--- config.mk ---
export PLATFORM = sky130hd
export DESIGN_NAME = mem_wb_sequencer
export DESIGN_NICKNAME = d
export VERILOG_FILES = /design/src/rtl/mem_wb_sequencer.sv
export SDC_FILE = /design/constraint.sdc
export NUM_CORES = 1
export LEC_CHECK = 0
export CELL_PAD_IN_SITES_DETAIL_PLACEMENT = 1
export CELL_PAD_IN_SITES_GLOBAL_PLACEMENT = 1
export CORE_AREA = 4 4 132 134
export CTS_CLUSTER_SIZE = 8
export DETAILED_ROUTE_END_ITERATION = 8
export DIE_AREA = 0 0 136 138
export PLACE_DENSITY_LB_ADDON = 0.1
export SLEW_MARGIN = 20
export SYNTH_ARGS = -nofsm -noshare
export SYNTH_HDL_FRONTEND = slang
export SYNTH_SLANG_ARGS = --single-unit
--- constraint.sdc ---
create_clock -name i_clk -period 2.4 [get_ports i_clk]
set_clock_uncertainty 0.1 [all_clocks]
set_input_delay 0.48 -clock i_clk [delete_from_list [all_inputs] [get_ports i_clk]]
set_output_delay 0.48 -clock i_clk [all_outputs]
set_load 0.005 [all_outputs]
--- src/rtl/mem_wb_sequencer.sv ---
// Memory-access / writeback sequencer for the multicycle MIPS datapath.
// Takes one executed instruction at a time, runs any load/store against a
// variable-latency data memory with a bounded wait, then issues a single
// writeback strobe. Every output is a register.
module mem_wb_sequencer #(
    parameter int TIMEOUT = 15
) (
    input  logic        i_clk,
    input  logic        i_reset,
    input  logic        i_ExValid,
    output logic        o_ExReady,
    input  logic        i_MemRead,
    input  logic        i_MemWrite,
    input  logic        i_RegWriteIn,
    input  logic [4:0]  i_WriteRegIn,
    input  logic [31:0] i_ALUOut,
    input  logic [31:0] i_StoreData,
    output logic        o_MemReq,
    output logic        o_MemWe,
    output logic [31:0] o_MemAddr,
    output logic [31:0] o_MemWData,
    input  logic        i_MemAck,
    input  logic [31:0] i_MemRData,
    output logic        o_MemtoReg,
    output logic        o_RegWrite,
    output logic [4:0]  o_WriteReg,
    output logic [31:0] o_ReadDataReg,
    output logic [31:0] o_ALUOutReg,
    output logic        o_MemErr
);

    // Last wait-count value allowed before the access is abandoned.
    localparam logic [7:0] LIMIT = 8'(TIMEOUT - 1);

    typedef enum logic [1:0] {
        S_IDLE = 2'd0,
        S_MEM  = 2'd1,
        S_WB   = 2'd2
    } state_t;

    state_t      r_state;
    state_t      w_next;

    // Instruction fields captured at accept.
    logic        r_mr;
    logic        r_mw;
    logic        r_rw;
    logic [4:0]  r_wr;
    logic [7:0]  r_wait_cnt;

    // Registered outputs.
    logic        r_ex_ready;
    logic        r_mem_req;
    logic        r_mem_we;
    logic [31:0] r_mem_addr;
    logic [31:0] r_mem_wdata;
    logic        r_mem_to_reg;
    logic        r_reg_write;
    logic [4:0]  r_write_reg;
    logic [31:0] r_read_data;
    logic [31:0] r_alu_out;
    logic        r_mem_err;

    logic        w_accept;
    logic        w_ack;
    logic        w_timeout;
    logic        w_illegal;

    // Next values of the registered outputs.
    logic        w_ex_ready_d;
    logic        w_mem_req_d;
    logic        w_mem_we_d;
    logic        w_mem_to_reg_d;
    logic        w_reg_write_d;
    logic [4:0]  w_write_reg_d;
    logic [31:0] w_read_data_d;
    logic        w_mem_err_d;
    logic [7:0]  w_wait_cnt_d;

    assign w_accept  = (r_state == S_IDLE) & i_ExValid & r_ex_ready;
    assign w_ack     = (r_state == S_MEM) & i_MemAck;
    assign w_timeout = (r_state == S_MEM) & ~i_MemAck & (r_wait_cnt == LIMIT);
    assign w_illegal = w_accept & i_MemRead & i_MemWrite;

    // State register.
    always_ff @(posedge i_clk) begin
        if (i_reset) r_state <= S_IDLE;
        else         r_state <= w_next;
    end

    // Next-state logic; a timeout leaves MEM just like an ack does.
    always_comb begin
        w_next = r_state;
        case (r_state)
            S_IDLE: if (w_accept) w_next = (i_MemRead ^ i_MemWrite) ? S_MEM : S_WB;
            S_MEM:  if (w_ack || w_timeout) w_next = S_WB;
            S_WB:   w_next = S_IDLE;
            default: w_next = S_IDLE;
        endcase
    end

    // Output logic: derives next register values from the upcoming state,
    // using live inputs on the IDLE->WB path since nothing is latched yet.
    always_comb begin
        w_ex_ready_d   = (w_next == S_IDLE);
        w_mem_req_d    = (w_next == S_MEM);
        w_mem_we_d     = 1'b0;
        w_mem_to_reg_d = r_mem_to_reg;
        w_reg_write_d  = 1'b0;
        w_write_reg_d  = r_write_reg;
        w_read_data_d  = r_read_data;
        w_mem_err_d    = r_mem_err | w_illegal | w_timeout;
        w_wait_cnt_d   = 8'd0;
        if (w_next == S_MEM) begin
            w_mem_we_d = (r_state == S_IDLE) ? i_MemWrite : r_mw;
            if (r_state == S_MEM) w_wait_cnt_d = r_wait_cnt + 8'd1;
        end
        if (w_ack && r_mr) w_read_data_d = i_MemRData;
        if (w_next == S_WB) begin
            if (r_state == S_IDLE) begin
                w_reg_write_d  = i_RegWriteIn & ~i_MemWrite & ~w_illegal;
                w_mem_to_reg_d = i_MemRead;
                w_write_reg_d  = i_WriteRegIn;
            end else begin
                w_reg_write_d  = r_rw & ~r_mw & ~w_timeout;
                w_mem_to_reg_d = r_mr;
                w_write_reg_d  = r_wr;
            end
        end
    end

    // Output and datapath registers; instruction fields load on accept.
    always_ff @(posedge i_clk) begin
        if (i_reset) begin
            r_ex_ready   <= 1'b1;
            r_mem_req    <= 1'b0;
            r_mem_we     <= 1'b0;
            r_mem_addr   <= '0;
            r_mem_wdata  <= '0;
            r_mem_to_reg <= 1'b0;
            r_reg_write  <= 1'b0;
            r_write_reg  <= '0;
            r_read_data  <= '0;
            r_alu_out    <= '0;
            r_mem_err    <= 1'b0;
            r_wait_cnt   <= '0;
            r_mr         <= 1'b0;
            r_mw         <= 1'b0;
            r_rw         <= 1'b0;
            r_wr         <= '0;
        end else begin
            r_ex_ready   <= w_ex_ready_d;
            r_mem_req    <= w_mem_req_d;
            r_mem_we     <= w_mem_we_d;
            r_mem_to_reg <= w_mem_to_reg_d;
            r_reg_write  <= w_reg_write_d;
            r_write_reg  <= w_write_reg_d;
            r_read_data  <= w_read_data_d;
            r_mem_err    <= w_mem_err_d;
            r_wait_cnt   <= w_wait_cnt_d;
            if (w_accept) begin
                r_mr        <= i_MemRead;
                r_mw        <= i_MemWrite;
                r_rw        <= i_RegWriteIn;
                r_wr        <= i_WriteRegIn;
                r_mem_addr  <= i_ALUOut;
                r_mem_wdata <= i_StoreData;
                r_alu_out   <= i_ALUOut;
            end
        end
    end

    assign o_ExReady     = r_ex_ready;
    assign o_MemReq      = r_mem_req;
    assign o_MemWe       = r_mem_we;
    assign o_MemAddr     = r_mem_addr;
    assign o_MemWData    = r_mem_wdata;
    assign o_MemtoReg    = r_mem_to_reg;
    assign o_RegWrite    = r_reg_write;
    assign o_WriteReg    = r_write_reg;
    assign o_ReadDataReg = r_read_data;
    assign o_ALUOutReg   = r_alu_out;
    assign o_MemErr      = r_mem_err;

endmodule

==> results of run 1 <==
## power by group
part           switching (mW)  internal (mW)
registers              0.0825           2.21
logic                   0.402          0.556
clock network           0.926           1.57
## metrics by stage
step	power [mW]	util	instances
global placement	3.28	0.445	986
floorplan	2.75	-	581
finish	5.75	0.480	1018
global route	6.02	0.480	1018
detailed placement	3.31	0.445	986
CTS	5.85	0.480	1018
## registers in the layout, summed over array words and instances (netlist names)
register / count
o_ALUOutReg: 32
o_MemtoReg: 1
r_wr: 5
r_state: 2
o_ExReady: 1
o_MemWData: 32
r_wait_cnt: 8
r_mr: 1
o_MemErr: 1
o_ReadDataReg: 32
o_WriteReg: 5
r_rw: 1
o_MemReq: 1
r_mw: 1
o_MemWe: 1
o_RegWrite: 1
## path summary, 6_finish.rpt
check,startpoint,endpoint,slack (ns),depth (start not counted)
worst max register to register,r_wait_cnt[0]$_SDFF_PP0_,o_WriteReg[0]$_SDFFE_PP0N_,0.63,6
worst max-delay path,o_ExReady$_SDFF_PP1_,o_ExReady,0.45,1
worst min register to register,o_ReadDataReg[24]$_SDFFE_PP0P_,o_ReadDataReg[24]$_SDFFE_PP0P_,0.35,2
worst min-delay path,o_ReadDataReg[24]$_SDFFE_PP0P_,o_ReadDataReg[24]$_SDFFE_PP0P_,0.35,2
## cells in the final DEF (no fill, tap or decap), types with 2 or more instances in the layout
master and instances:
sky130_fd_sc_hd__a211oi_2 6, sky130_fd_sc_hd__a21oi_1 107, sky130_fd_sc_hd__and2_1 2, sky130_fd_sc_hd__and3_1 2, sky130_fd_sc_hd__and3b_1 6, sky130_fd_sc_hd__buf_12 3, sky130_fd_sc_hd__buf_4 6, sky130_fd_sc_hd__bufinv_16 2
sky130_fd_sc_hd__clkbuf_1 2, sky130_fd_sc_hd__clkbuf_16 17, sky130_fd_sc_hd__clkbuf_8 2, sky130_fd_sc_hd__clkdlybuf4s50_1 245, sky130_fd_sc_hd__clkinv_2 4, sky130_fd_sc_hd__clkinvlp_4 5, sky130_fd_sc_hd__dfxtp_1 125, sky130_fd_sc_hd__ha_1 2
sky130_fd_sc_hd__inv_1 2, sky130_fd_sc_hd__mux2i_1 6, sky130_fd_sc_hd__nand2_1 211, sky130_fd_sc_hd__nand3_1 3, sky130_fd_sc_hd__nand4_1 2, sky130_fd_sc_hd__nor2_1 9, sky130_fd_sc_hd__nor3_1 2, sky130_fd_sc_hd__o21a_1 2
sky130_fd_sc_hd__o21ai_0 2, sky130_fd_sc_hd__xor2_1 6
## logic make-up after synthesis
logic type      Yosys count  synth area share
simple gates            248             0.219
mux                       6            0.0124
fa+ha+maj                 2           0.00518
flops                   125             0.518
buf+inv                  71            0.0899
compound gates          122             0.143
xor+xnor                  7            0.0127
## worst min-delay path, stage by stage (launching register included)
cell	delay, ns
sky130_fd_sc_hd__dfxtp_1	0.30
sky130_fd_sc_hd__nand2_1	0.05
sky130_fd_sc_hd__a21oi_1	0.05
## per-layer routing
metal / GRT usage / vias to the layer above / part of all wire
li1: - / 2272 / -
met1: 0.190 / 2192 / 0.38
met2: 0.313 / 151 / 0.52
met3: 0.0596 / 21 / 0.080
met4: 0.0631 / 0 / 0.019
met5: 0 / - / 0
## final cells by class
class	instances	area, um^2
clock buffer	21	460
clock inverter	11	118
fill	1890	8470
inverter	2	7.51
multi-input combinational	385	1900
sequential	125	2500
tap	220	275
timing repair buffer	254	2560
==> report_table.html, run 1 <==
<table>
<tr><th>Metric</th><th>Value</th></tr>
<tr><th colspan="2">Power and ir drop</th></tr>
<tr><td>Total power per unit cell area</td><td>735 mW/mm^2</td></tr>
<tr><td>Leakage</td><td>2.81 nW</td></tr>
<tr><td>Max rail drop VDD</td><td>0.000437 V</td></tr>
<tr><th colspan="2">Drt</th></tr>
<tr><td>Average wire length per cell after detail routing</td><td>16.3 um</td></tr>
<tr><td>First-pass DRT Iterations</td><td>4</td></tr>
<tr><td>Post-detailed-route via-to-cell ratio</td><td>4.55</td></tr>
<tr><td>Remaining number of nets flagged by the antenna check after routing</td><td>0</td></tr>
<tr><td>Total Wirelength</td><td>16500 um</td></tr>
<tr><td>Number of violations reported at the end of detailed-routing iteration 0</td><td>163</td></tr>
<tr><td>Via count</td><td>4636</td></tr>
<tr><td>Remaining routing DRC violations</td><td>0</td></tr>
<tr><th colspan="2">Timing</th></tr>
<tr><td>Peak clock frequency supported by timing</td><td>514 MHz</td></tr>
<tr><td>Min Hold Slack</td><td>0.351 ns</td></tr>
<tr><td>Pins Over Slew Limit</td><td>0</td></tr>
<tr><td>Final clock period utilization by the worst path</td><td>0.811</td></tr>
<tr><td>Count of endpoints failing hold in the final timing report</td><td>0</td></tr>
<tr><td>Unrepaired setup endpoints after global routing</td><td>false</td></tr>
<tr><td>Max_slew headroom</td><td>0.605</td></tr>
<tr><td>Final setup violation count</td><td>0</td></tr>
<tr><td>Final worst setup slack</td><td>0.454 ns</td></tr>
<tr><td>Setup TNS</td><td>0 ns</td></tr>
<tr><td>Tmin final</td><td>1.95 ns</td></tr>
<tr><td>Worst-Margin Slew</td><td>0.592 ns</td></tr>
<tr><th colspan="2">Place</th></tr>
<tr><td>DP Area</td><td>0.00724 mm^2</td></tr>
<tr><td>Quantity of I/O buffers inserted on ports</td><td>246</td></tr>
<tr><td>DP Worst Slack</td><td>0.275 ns</td></tr>
<tr><td>Detailed Place HPWL</td><td>12300 um</td></tr>
<tr><td>Last weighted congestion value of the routability-driven placer</td><td>0.768</td></tr>
<tr><th colspan="2">Clocking</th></tr>
<tr><td>Clock tree buffer depth</td><td>2</td></tr>
<tr><td>Clk Tree Root Cell</td><td>sky130_fd_sc_hd__clkbuf_16</td></tr>
<tr><td>Number of buffers inserted during clock tree synthesis</td><td>17</td></tr>
<tr><td>Later-pin clock latency in the skew report</td><td>0.41 ns</td></tr>
<tr><td>TritonCTS clock tree</td><td>done</td></tr>
<tr><td>CTS Hold Bufs</td><td>0</td></tr>
<tr><td>Setup fix buffers added after clock tree synthesis</td><td>0</td></tr>
<tr><td>Clock transition at the registers of the reported paths</td><td>0.05 ns</td></tr>
<tr><td>Number of H-tree levels</td><td>4</td></tr>
<tr><td>TritonCTS Sinks</td><td>125</td></tr>
<tr><td>Number of gates resized after cts</td><td>0</td></tr>
<tr><th colspan="2">GRT</th></tr>
<tr><td>First-pass GRT wire length</td><td>26000 um</td></tr>
<tr><td>Vias in the first global route</td><td>4876</td></tr>
<tr><td>Tot GR Track Use</td><td>0.175</td></tr>
<tr><td>Aggregate global routing overflow</td><td>0</td></tr>
<tr><td>Largest net degree at the start of global routing</td><td>65</td></tr>
<tr><td>Antenna violations before repair</td><td>0</td></tr>
<tr><th colspan="2">Die</th></tr>
<tr><td>Horizontal extent of the die</td><td>136 um</td></tr>
<tr><td>Starting utilization of the core area</td><td>0.297</td></tr>
<tr><td>I/O pin count</td><td>247</td></tr>
<tr><td>DIE AREA</td><td>0.0188 mm^2</td></tr>
<tr><td>Placeable core region</td><td>0.0163 mm^2</td></tr>
<tr><td>Number of cell rows</td><td>47</td></tr>
<tr><td>Die Y-Extent</td><td>138 um</td></tr>
<tr><th colspan="2">Yosys</th></tr>
<tr><td>Share of synthesized flip-flops with an asynchronous set or reset</td><td>0</td></tr>
<tr><td>Largest cells by area after synthesis</td><td>sky130_fd_sc_hd__dfxtp_1 52%, sky130_fd_sc_hd__nand2_1 16%, sky130_fd_sc_hd__a21oi_1 11%</td></tr>
<tr><td>Flip-flop cell with the highest count after synthesis</td><td>sky130_fd_sc_hd__dfxtp_1</td></tr>
<tr><td>Post-synthesis cell area</td><td>0.00483 mm^2</td></tr>
<tr><td>Count of unique library cells instantiated by Yosys</td><td>38</td></tr>
<tr><td>Cell accounting for the most synthesized area</td><td>sky130_fd_sc_hd__dfxtp_1</td></tr>
<tr><td>Count of mapped cells out of synthesis</td><td>581</td></tr>
<tr><td>Area share of the largest cell type after synthesis</td><td>0.518</td></tr>
<tr><td>Total nets after synthesis</td><td>691</td></tr>
<tr><td>Number of enable flip-flop cells after synthesis</td><td>0</td></tr>
<tr><td>#FFs+latches synth</td><td>125</td></tr>
<tr><td>Post-synthesis area per instance</td><td>8.32 um^2</td></tr>
<tr><td>Most used standard cell by instance count after synthesis</td><td>sky130_fd_sc_hd__nand2_1</td></tr>
<tr><td>Syn. warnings</td><td>0</td></tr>
<tr><td>Leading cell types by count after synthesis</td><td>211 x sky130_fd_sc_hd__nand2_1, 125 x sky130_fd_sc_hd__dfxtp_1, 107 x sky130_fd_sc_hd__a21oi_1</td></tr>
<tr><td>Sequential fraction of the synthesis area</td><td>0.518</td></tr>
<tr><th colspan="2">Critical path</th></tr>
<tr><td>Type of element capturing the critical path</td><td>primary output</td></tr>
<tr><td>Data arrival at the endpoint of the critical path</td><td>1.37 ns</td></tr>
<tr><td>Slowest cell on crit path</td><td>sky130_fd_sc_hd__clkdlybuf4s50_1</td></tr>
<tr><td>Data required time of the critical path</td><td>1.82 ns</td></tr>
<tr><td>Delay of the slowest cell on the worst path</td><td>0.56 ns</td></tr>
<tr><td>Maximum fanout along the worst path</td><td>3</td></tr>
<tr><td>Critical path cell sequence</td><td>clkdlybuf4s50_1</td></tr>
<tr><td>Category of the worst setup path launch point</td><td>flop</td></tr>
<tr><td>Critical Setup Path Class</td><td>reg -&gt; out</td></tr>
<tr><td>Largest delay share family, worst path</td><td>buffers and inverters</td></tr>
<tr><td>Buffers plus inverters on the worst setup path</td><td>1</td></tr>
<tr><th colspan="2">Min path</th></tr>
<tr><td>Path type of the worst min-delay path</td><td>reg -&gt; reg</td></tr>
<tr><th colspan="2">Run status</th></tr>
<tr><td>Outcome</td><td>complete, no violations</td></tr>
<tr><th colspan="2">Layout</th></tr>
<tr><td>Antenna diodes</td><td>0</td></tr>
<tr><td>Post-route cell area</td><td>0.00782 mm^2</td></tr>
<tr><td>Layout cells sized above 1</td><td>0.0677</td></tr>
<tr><td>Synth-to-Final Area Change</td><td>61.8%</td></tr>
<tr><td>Number of nets in the layout</td><td>895</td></tr>
<tr><th colspan="2">Run</th></tr>
<tr><td>Max-cap violations</td><td>0</td></tr>
</table>
Note: power is estimated with default switching activity, not from simulation.
==> inputs of run 2 (changes only) <==
Settings changed: CORE_AREA 4 4 132 134 to 4 4 145 147, DIE_AREA 0 0 136 138 to 0 0 149 151.
Clock period 2.4 ns to 1.7 ns, I/O delays scaled along.
==> run 2 against run 1 <==
- utilization fell by 7.9 points
- worst setup slack got worse by 0.35 ns
- power rose by 44%
- critical path depth rose by 6
- critical path type is now reg -> reg
- highest routed layer unchanged
==> report_table.html, run 2 (synthesis results as in run 1) <==
<table>
<tr><th>Metric</th><th>Value</th></tr>
<tr><th colspan="2">GRT</th></tr>
<tr><td>First-pass GRT wire length</td><td>27000 um (+3.5%)</td></tr>
<tr><td>Antenna violations before repair</td><td>1 (+1)</td></tr>
<tr><td>Aggregate global routing overflow</td><td>0 (unchanged)</td></tr>
<tr><td>Vias in the first global route</td><td>5077 (+4.1%)</td></tr>
<tr><td>Largest net degree at the start of global routing</td><td>71 (+9.2%)</td></tr>
<tr><td>Tot GR Track Use</td><td>0.154 (-0.0217)</td></tr>
<tr><th colspan="2">Timing</th></tr>
<tr><td>Unrepaired setup endpoints after global routing</td><td>true</td></tr>
<tr><td>Peak clock frequency supported by timing</td><td>627 MHz</td></tr>
<tr><td>Max_slew headroom</td><td>0.661 (+0.0552)</td></tr>
<tr><td>Pins Over Slew Limit</td><td>0 (unchanged)</td></tr>
<tr><td>Tmin final</td><td>1.59 ns</td></tr>
<tr><td>Final worst setup slack</td><td>0.105 ns (-0.349 ns)</td></tr>
<tr><td>Count of endpoints failing hold in the final timing report</td><td>0 (unchanged)</td></tr>
<tr><td>Final setup violation count</td><td>0 (unchanged)</td></tr>
<tr><td>Worst-Margin Slew</td><td>0.509 ns (-0.0828 ns)</td></tr>
<tr><td>Setup TNS</td><td>0 ns (unchanged)</td></tr>
<tr><td>Final clock period utilization by the worst path</td><td>0.938</td></tr>
<tr><th colspan="2">Drt</th></tr>
<tr><td>Number of violations reported at the end of detailed-routing iteration 0</td><td>111 (-32%)</td></tr>
<tr><td>Remaining number of nets flagged by the antenna check after routing</td><td>0 (unchanged)</td></tr>
<tr><td>First-pass DRT Iterations</td><td>4 (unchanged)</td></tr>
<tr><td>Average wire length per cell after detail routing</td><td>16.1 um (-1.0%)</td></tr>
<tr><td>Via count</td><td>4739 (+2.2%)</td></tr>
<tr><td>Remaining routing DRC violations</td><td>0 (unchanged)</td></tr>
<tr><td>Total Wirelength</td><td>17500 um (+5.8%)</td></tr>
<tr><td>Post-detailed-route via-to-cell ratio</td><td>4.36 (-4.4%)</td></tr>
<tr><th colspan="2">Critical path</th></tr>
<tr><td>Delay of the slowest cell on the worst path</td><td>0.33 ns (-0.23 ns)</td></tr>
<tr><td>Slowest cell on crit path</td><td>sky130_fd_sc_hd__dfxtp_1</td></tr>
<tr><td>Type of element capturing the critical path</td><td>flop</td></tr>
<tr><td>Data required time of the critical path</td><td>1.94 ns (+0.12 ns)</td></tr>
<tr><td>Data arrival at the endpoint of the critical path</td><td>1.84 ns (+0.47 ns)</td></tr>
<tr><td>Critical path cell sequence</td><td>inv_1, ha_1, and4b_1, buf_4, a21oi_1, o21a_1, a21boi_1</td></tr>
<tr><td>Category of the worst setup path launch point</td><td>flop</td></tr>
<tr><td>Largest delay share family, worst path</td><td>compound AO/OA/AOI/OAI gates</td></tr>
<tr><td>Buffers plus inverters on the worst setup path</td><td>2 (+1)</td></tr>
<tr><td>Maximum fanout along the worst path</td><td>3 (unchanged)</td></tr>
<tr><td>Critical Setup Path Class</td><td>reg -&gt; reg</td></tr>
<tr><th colspan="2">Power and ir drop</th></tr>
<tr><td>Max rail drop VDD</td><td>0.000639 V (+46%)</td></tr>
<tr><td>Total power per unit cell area</td><td>1030 mW/mm^2 (+41%)</td></tr>
<tr><td>Leakage</td><td>3.58 nW (+28%)</td></tr>
<tr><th colspan="2">Layout</th></tr>
<tr><td>Commonest non-fill, non-tap cells in the layout</td><td>211 x sky130_fd_sc_hd__nand2_1, 136 x sky130_fd_sc_hd__dlygate4sd2_1, 106 x sky130_fd_sc_hd__a21oi_1, 106 x sky130_fd_sc_hd__clkdlybuf4s50_1, 98 x sky130_fd_sc_hd__dfxtp_1</td></tr>
<tr><td>Filler-free cell count of the finished design</td><td>1088 (+6.9%)</td></tr>
<tr><td>Total area of multi-input combinational cells</td><td>0.00190 mm^2 (+0.20%)</td></tr>
<tr><td>Number of nets in the layout</td><td>915 (+2.2%)</td></tr>
<tr><td>Most common library cell in the layout ignoring fill and taps</td><td>sky130_fd_sc_hd__nand2_1</td></tr>
<tr><td>Reg area</td><td>0.00254 mm^2 (+1.3%)</td></tr>
<tr><td>Fin util</td><td>0.402 (-0.0785)</td></tr>
<tr><td>Synth-to-Final Area Change</td><td>65.4%</td></tr>
<tr><td>Filler instances</td><td>2375 (+26%)</td></tr>
<tr><td>Layout cells sized above 1</td><td>0.126 (+0.0584)</td></tr>
<tr><th colspan="2">Clocking</th></tr>
<tr><td>TritonCTS Sinks</td><td>125 (unchanged)</td></tr>
<tr><td>Clock tree buffer depth</td><td>2 (unchanged)</td></tr>
<tr><td>Number of H-tree levels</td><td>4 (unchanged)</td></tr>
<tr><td>Clock transition at the registers of the reported paths</td><td>0.05 ns (about the same)</td></tr>
<tr><td>TritonCTS clock tree</td><td>done</td></tr>
<tr><td>Number of buffers inserted during clock tree synthesis</td><td>17 (unchanged)</td></tr>
<tr><td>Later-pin clock latency in the skew report</td><td>0.41 ns (about the same)</td></tr>
<tr><td>Clk Tree Root Cell</td><td>sky130_fd_sc_hd__clkbuf_16</td></tr>
<tr><th colspan="2">Die</th></tr>
<tr><td>Starting utilization of the core area</td><td>0.243 (-0.0539)</td></tr>
<tr><td>I/O pin count</td><td>247 (unchanged)</td></tr>
<tr><td>DIE AREA</td><td>0.0225 mm^2 (+20%)</td></tr>
<tr><td>Placeable core region</td><td>0.0199 mm^2 (+22%)</td></tr>
<tr><td>Number of cell rows</td><td>52 (+11%)</td></tr>
<tr><td>Die Y-Extent</td><td>151 um (+9.4%)</td></tr>
<tr><td>Horizontal extent of the die</td><td>149 um (+9.6%)</td></tr>
<tr><th colspan="2">Place</th></tr>
<tr><td>Total placed cells including tap cells</td><td>1055 (+7.0%)</td></tr>
<tr><td>DP Worst Slack</td><td>-0.254 ns (-0.529 ns)</td></tr>
<tr><td>Quantity of I/O buffers inserted on ports</td><td>246 (unchanged)</td></tr>
<tr><td>Last weighted congestion value of the routability-driven placer</td><td>0.712 (-7.2%)</td></tr>
<tr><td>Detailed Place HPWL</td><td>13000 um (+5.8%)</td></tr>
<tr><th colspan="2">Run status</th></tr>
<tr><td>Outcome</td><td>complete, no violations</td></tr>
<tr><th colspan="2">Run</th></tr>
<tr><td>Max-cap violations</td><td>0 (unchanged)</td></tr>
<tr><th colspan="2">Min path</th></tr>
<tr><td>Path type of the worst min-delay path</td><td>in -&gt; reg</td></tr>
</table>
run 2: path summary, 6_finish.rpt:
check                               from                           to  depth (start not counted)  slack, ns
max             r_wait_cnt[0]$_SDFF_PP0_           o_MemWe$_SDFF_PP0_                          7       0.11
min                              i_reset         o_ExReady$_SDFF_PP1_                          3       0.14
max reg2reg     r_wait_cnt[0]$_SDFF_PP0_           o_MemWe$_SDFF_PP0_                          7       0.11
min reg2reg  o_MemWData[26]$_SDFFE_PP0N_  o_MemWData[26]$_SDFFE_PP0N_                          2       0.35
run 2: layout make-up:
cell class	count	share of cell area
diodes	1	0.000313
well taps	270	0.0423
clock inverters	11	0.0177
inverters	2	0.000939
multi-input cells	385	0.238
flip-flops and latches	125	0.317
clock buffers	20	0.0584
repair buffers	274	0.325
run 2: layer usage:
layer	global-route usage	vias up	wire length (um)
met5	0	-	0
met4	0.0641	0	403
met3	0.0554	26	1380
met2	0.269	167	8670
met1	0.169	2233	7050
li1	-	2313	-
run 2: tightest hold or removal path, stage by stage:
cell and delay, ns:
sky130_fd_sc_hd__buf_4 0.11, sky130_fd_sc_hd__nor2_1 0.08, sky130_fd_sc_hd__o21ai_0 0.08
run 2: repair_timing:
item,in CTS,in global routing
setup endpoints to repair,137,46
buffers inserted,1,0
hold buffers,0,0
resized for setup,162,6
run 2: power by group:
part | total (mW) | switching (mW) | internal (mW)
clock network | 3.73 | 1.32 | 2.40
registers | 3.24 | 0.113 | 3.13
logic | 1.29 | 0.591 | 0.704
total | 8.26 | 2.02 | 6.23
run 2: per-stage QoR:
| stage | power, mW | instance area, um^2 | hold slack [ns] |
|---|---|---|---|
| after global routing | 8.68 | 7990 | 0.146 |
| after global placement | 4.72 | 7500 | 0.342 |
| after floorplan | 3.88 | 4830 | 0.332 |
| after CTS | 8.42 | 7980 | 0.135 |
| after detailed placement | 4.77 | 7500 | 0.351 |
| final | 8.26 | 7990 | 0.145 |
==> inputs of run 3 (changes only) <==
Settings changed: ABC_CLOCK_PERIOD_IN_PS set to 1700.
==> results of run 3 <==
Final layout, timing and power as in run 2 (identical DEF).
